<file path="src/rtl/data_mem_responder.sv">
// Word-addressed data memory for the pipeline MEM stage. Each access is answered
// with a one-cycle ready pulse a fixed LATENCY after acceptance.
module data_mem_responder #(
  parameter int unsigned DEPTH   = 64,
  parameter int unsigned LATENCY = 2
) (
  input  logic        clk,
  input  logic        reset,
  input  logic        mem_req,
  input  logic        mem_we,
  input  logic [31:0] mem_addr,
  input  logic [31:0] mem_wdata,
  output logic [31:0] mem_rdata,
  output logic        mem_ready,
  output logic        mem_stall,
  output logic        mem_err
);

  localparam int unsigned AW = $clog2(DEPTH);

  localparam logic [1:0] IDLE = 2'd0;
  localparam logic [1:0] BUSY = 2'd1;
  localparam logic [1:0] RESP = 2'd2;

  logic [1:0]    state;
  logic [3:0]    count;
  logic          we_q;
  logic          err_q;
  logic [AW-1:0] idx_q;
  logic [31:0]   wdata_q;
  logic [31:0]   mem [DEPTH];

  logic          req_err;
  logic          accept;
  logic          resp_entry;

  assign req_err    = (mem_addr[1:0] != 2'b00) || (mem_addr[31:2] >= 30'(DEPTH));
  assign accept     = (state == IDLE) && mem_req;
  assign resp_entry = (state == BUSY) && (count == 4'd1);

  assign mem_ready = (state == RESP);
  assign mem_stall = reset && (accept || (state == BUSY));

  // Request fields are only meaningful while BUSY, so they carry no reset.
  always_ff @(posedge clk) begin
    if (accept) begin
      we_q    <= mem_we;
      err_q   <= req_err;
      idx_q   <= mem_addr[AW+1:2];
      wdata_q <= mem_wdata;
    end
  end

  // Array is never reset; a write pending when reset arrives is dropped.
  always_ff @(posedge clk) begin
    if (reset && resp_entry && we_q && !err_q) begin
      mem[idx_q] <= wdata_q;
    end
  end

  always_ff @(posedge clk) begin
    if (!reset) begin
      state     <= IDLE;
      count     <= '0;
      mem_rdata <= '0;
      mem_err   <= 1'b0;
    end else begin
      case (state)
        IDLE: begin
          if (mem_req) begin
            count <= 4'(LATENCY);
            state <= BUSY;
          end
        end
        BUSY: begin
          if (count == 4'd1) begin
            state     <= RESP;
            mem_err   <= err_q;
            mem_rdata <= (we_q || err_q) ? '0 : mem[idx_q];
          end else begin
            count <= count - 4'd1;
          end
        end
        RESP: begin
          state   <= IDLE;
          mem_err <= 1'b0;
        end
        default: begin
          state   <= IDLE;
          mem_err <= 1'b0;
        end
      endcase
    end
  end

endmodule

</file>
<file path="config.mk">
export PLATFORM = sky130hd
export DESIGN_NAME = data_mem_responder
export DESIGN_NICKNAME = d
export VERILOG_FILES = /design/src/rtl/data_mem_responder.sv
export SDC_FILE = /design/constraint.sdc
export NUM_CORES = 2
export LEC_CHECK = 0
export CAP_MARGIN = 40
export CORE_ASPECT_RATIO = 0.5
export CORE_MARGIN = 1.5
export CORE_UTILIZATION = 45
export CTS_BUF_LIST = sky130_fd_sc_hd__clkbuf_4 sky130_fd_sc_hd__clkbuf_8
export DETAILED_ROUTE_END_ITERATION = 16
export PLACE_DENSITY = 0.65
export SETUP_SLACK_MARGIN = 0.4
export SYNTH_ARGS = -nofsm -noshare
export SYNTH_HDL_FRONTEND = slang
export SYNTH_SLANG_ARGS = --single-unit
</file>
<file path="constraint.sdc">
create_clock -name clk -period 4.55 [get_ports clk]
set_clock_uncertainty 0.15 [all_clocks]
set_input_delay 1.1375 -clock clk [delete_from_list [all_inputs] [get_ports clk]]
set_output_delay 1.1375 -clock clk [all_outputs]
set_load 0.01 [all_outputs]
</file>
==> impl_metrics.toml <==
[sta]
whs_ns = 0.3271
hold_viol = 0
rsz0062_at_grt = "no"
finalSetupViolations = 0
drv_slew = 0
min_period_over_period_pct = 85.02
fin_tns_setup_ns = 0
fmax_mhz = 258.5
period_needed_ns = 3.868
relSlewSlack_pct = 37.27
tightest_slew_ns = 0.9410

[clock_tree]
clk_latency_ns = 1.06
cts_buffers = 318
post_cts_resized = 0
cts_tree = "built"
cts-root-buf = "clkbuf_8"
post_cts_buffers = 0
cts_buffer_depth = 4
cts.sinks = 2133
cts.clk_slew.worst_paths_ns = 0.07
cts_hold_buffers = 0
h-tree-depth = 5

[cells_and_area]
drive_above_1_share_pct = 32.06
multi_input_area_um2 = 17300
seq_area_um2 = 63620
fillers = 13650
final_cell_area_um2 = 93660
syn_to_final_growth_pct = 14.97
fin_nets = 4075

[floorplanning]
core.rowCount = 110
start_util_pct = 45.29
core_region_area_um2 = 179900
io_pins = 103
die_w_um = 604.7
dieArea_um2 = 183800
die_h_um = 303.9

[worst_hold_path]
hold_class = "reg -> reg"

[synthesis]
syn_inst = 3531
synth_seq_area_share_pct = 78.07
synth_ff_type = "edfxtp_1"
synthArstFlopShare_pct = 0
synth-edff-count = 2088
syn_nets = 3601
syn-cell-area_um2 = 81470
synth.avg_cell_area_um2 = 23.07
synth-seq-cells = 2133
ys_warn_count = 0
ys_types = 61

[global_routing]
grt-ovfl-total = 0
grt_pass1_wl_um = 292700
grt.total_usage_pct = 22.35
grt_pass1_vias = 39760
antenna_found_initial = 13
grt_max_degree = 65

[route]
wire_per_inst_um = 30.91
vias_per_cell = 5.985
drtIter0Drc = 5294
drt-pass1-iter-count = 6
drc = 0
drt_wl_total_um = 204800
vias = 39660
drt.antenna.violating_nets = 0

[power_and_ir_drop]
pwr-share-clk_pct = 37.5
switching_power_mw = 9.310
p_comb_share_pct = 8.7
power_mw = 40.46
p_int_mw = 31.15
p_per_area_nw_per_um2 = 432.0
peakVddDrop_v = 0.0003103
leakagePower_nw = 29.41
seqPwrFrac_pct = 53.8
netSwitchingFraction_pct = 23.01

[critical_path]
path_common_cell = "clkdlybuf4s50_1"
cp_max_fo = 3
cp_cell_sequence = "clkdlybuf4s50_1 -> inv_1 -> nor3_1 -> clkdlybuf4s50_1"
path_delay_family = "buffers and inverters"
cp_data_arrival_time_ns = 2.58
cp_num_buf_inv = 3
critPathCaptureType = "output pin"
start_kind = "input port"
worstPathRequired_ns = 3.26
cp_slowest_cell = "clkdlybuf4s50_1"
critical_path_class = "in -> out"
cp_slowest_stage_delay_ns = 0.58

[place]
hpwl_um = 124600
placed_area_um2 = 87640
gp_congestion = 0.8786
port_buffers = 102

[outcome]
status = "complete, no violations"

[run]
cap_violations = 0
## layer usage
metal / GRT usage (%) / vias to the layer above / part of all wire, %
met5: 0 / - / 0.011
met4: 5.628 / 4 / 1.7
met3: 5.952 / 259 / 11
met2: 32.99 / 2091 / 45
li1: - / 16000 / -
met1: 33.25 / 21310 / 42
## power by group through the flow
stage               clock [mW]  sequential (mW)  combinational (mW)
finish                    15.2             21.8                3.51
global route              16.2             21.8                3.68
CTS                       15.4             21.8                3.50
detailed placement           0             22.2                3.49
global placement             0             22.2                3.43
floorplan                    0             22.3                1.97
## cells by family after synthesis
kind of cell	Yosys count	synth area share [%]
compound gates	183	1.623
xor+xnor	2	0.02151
fa+ha+maj	2	0.03071
buf+inv	189	1.290
flops	2133	78.07
mux	727	17.28
simple gates	295	1.683
## stage by stage
step           utilization, %  worst slack (ns)  std cells
6_report                52.07            0.6816       6626
5_1_grt                 52.07            0.5768       6624
4_1_cts                 52.06            0.6304       6621
3_5_place_dp            48.72            0.6279       6092
3_3_place_gp            48.62            0.5975       6081
2_1_floorplan               -            0.3464       3531
## cells in the final DEF, fill, tap and decap left out, types with 64 or more instances in the layout
cell                n
nand2_1            83
edfxtp_1         2088
clkdlybuf4s50_1   102
mux4_2            541
clkbuf_4           94
buf_4             163
mux2i_1           159
nor2_4             64
buf_12             64
clkbuf_8          330
## path summary, 6_finish.rpt
| path | from | endpoint | slack (ns) | cells past startpoint |
|---|---|---|---|---|
| worst min-delay path | mem_rdata[14] | mem_rdata[14] | 0.33 | 2 |
| worst max register to register | flip-flop | mem_rdata[27] | 1.11 | 8 |
| worst max-delay path | reset | mem_stall | 0.68 | 4 |
| worst min register to register | mem_rdata[14] | mem_rdata[14] | 0.33 | 2 |
## cell usage after synthesis, types with 17 or more instances
cell / n / area, um2
buf_2: 63 / 315.3
o21ai_0: 19 / 95.09
mux4_2: 541 / 12180
buf_4: 36 / 270.3
mux2i_1: 159 / 1592
buf_6: 17 / 191.4
dfxtp_1: 45 / 900.9
buf_1: 19 / 71.32
nand2_1: 83 / 311.6
nor2_1: 104 / 390.4
edfxtp_1: 2088 / 62700
nor2b_1: 18 / 112.6
a21oi_1: 22 / 110.1
mux2_2: 27 / 304.0
clkbuf_1: 48 / 180.2
a22oi_1: 36 / 270.3
nand3_1: 20 / 100.1
## cell type report
type | count | share of cell area (%)
Clock inverter | 105 | 0.8069
Timing Repair Buffer | 337 | 3.935
Multi-Input combinational cell | 1209 | 18.47
Clock buffer | 424 | 5.603
Inverter | 6 | 0.02672
Tap cell | 2408 | 3.217
Antenna cell | 4 | 0.01069
Sequential cell | 2133 | 67.93
## sequential cells by signal (all words and copies together) (netlist names), named ones only
register,cells
count,4
err_q,1
idx_q,6
mem,2048
mem_err,1
mem_rdata,32
state,2
wdata_q,32
we_q,1
## worst register-to-register path: cells and delay by family (launching register included)
kind	cells	cell delay, ns
AO/OA/AOI/OAI	2	0.41
buffers and inverters	3	0.99
flip-flops	1	0.55
multiplexers	3	1.18
No activity file was read; power rests on OpenSTA's default activity.
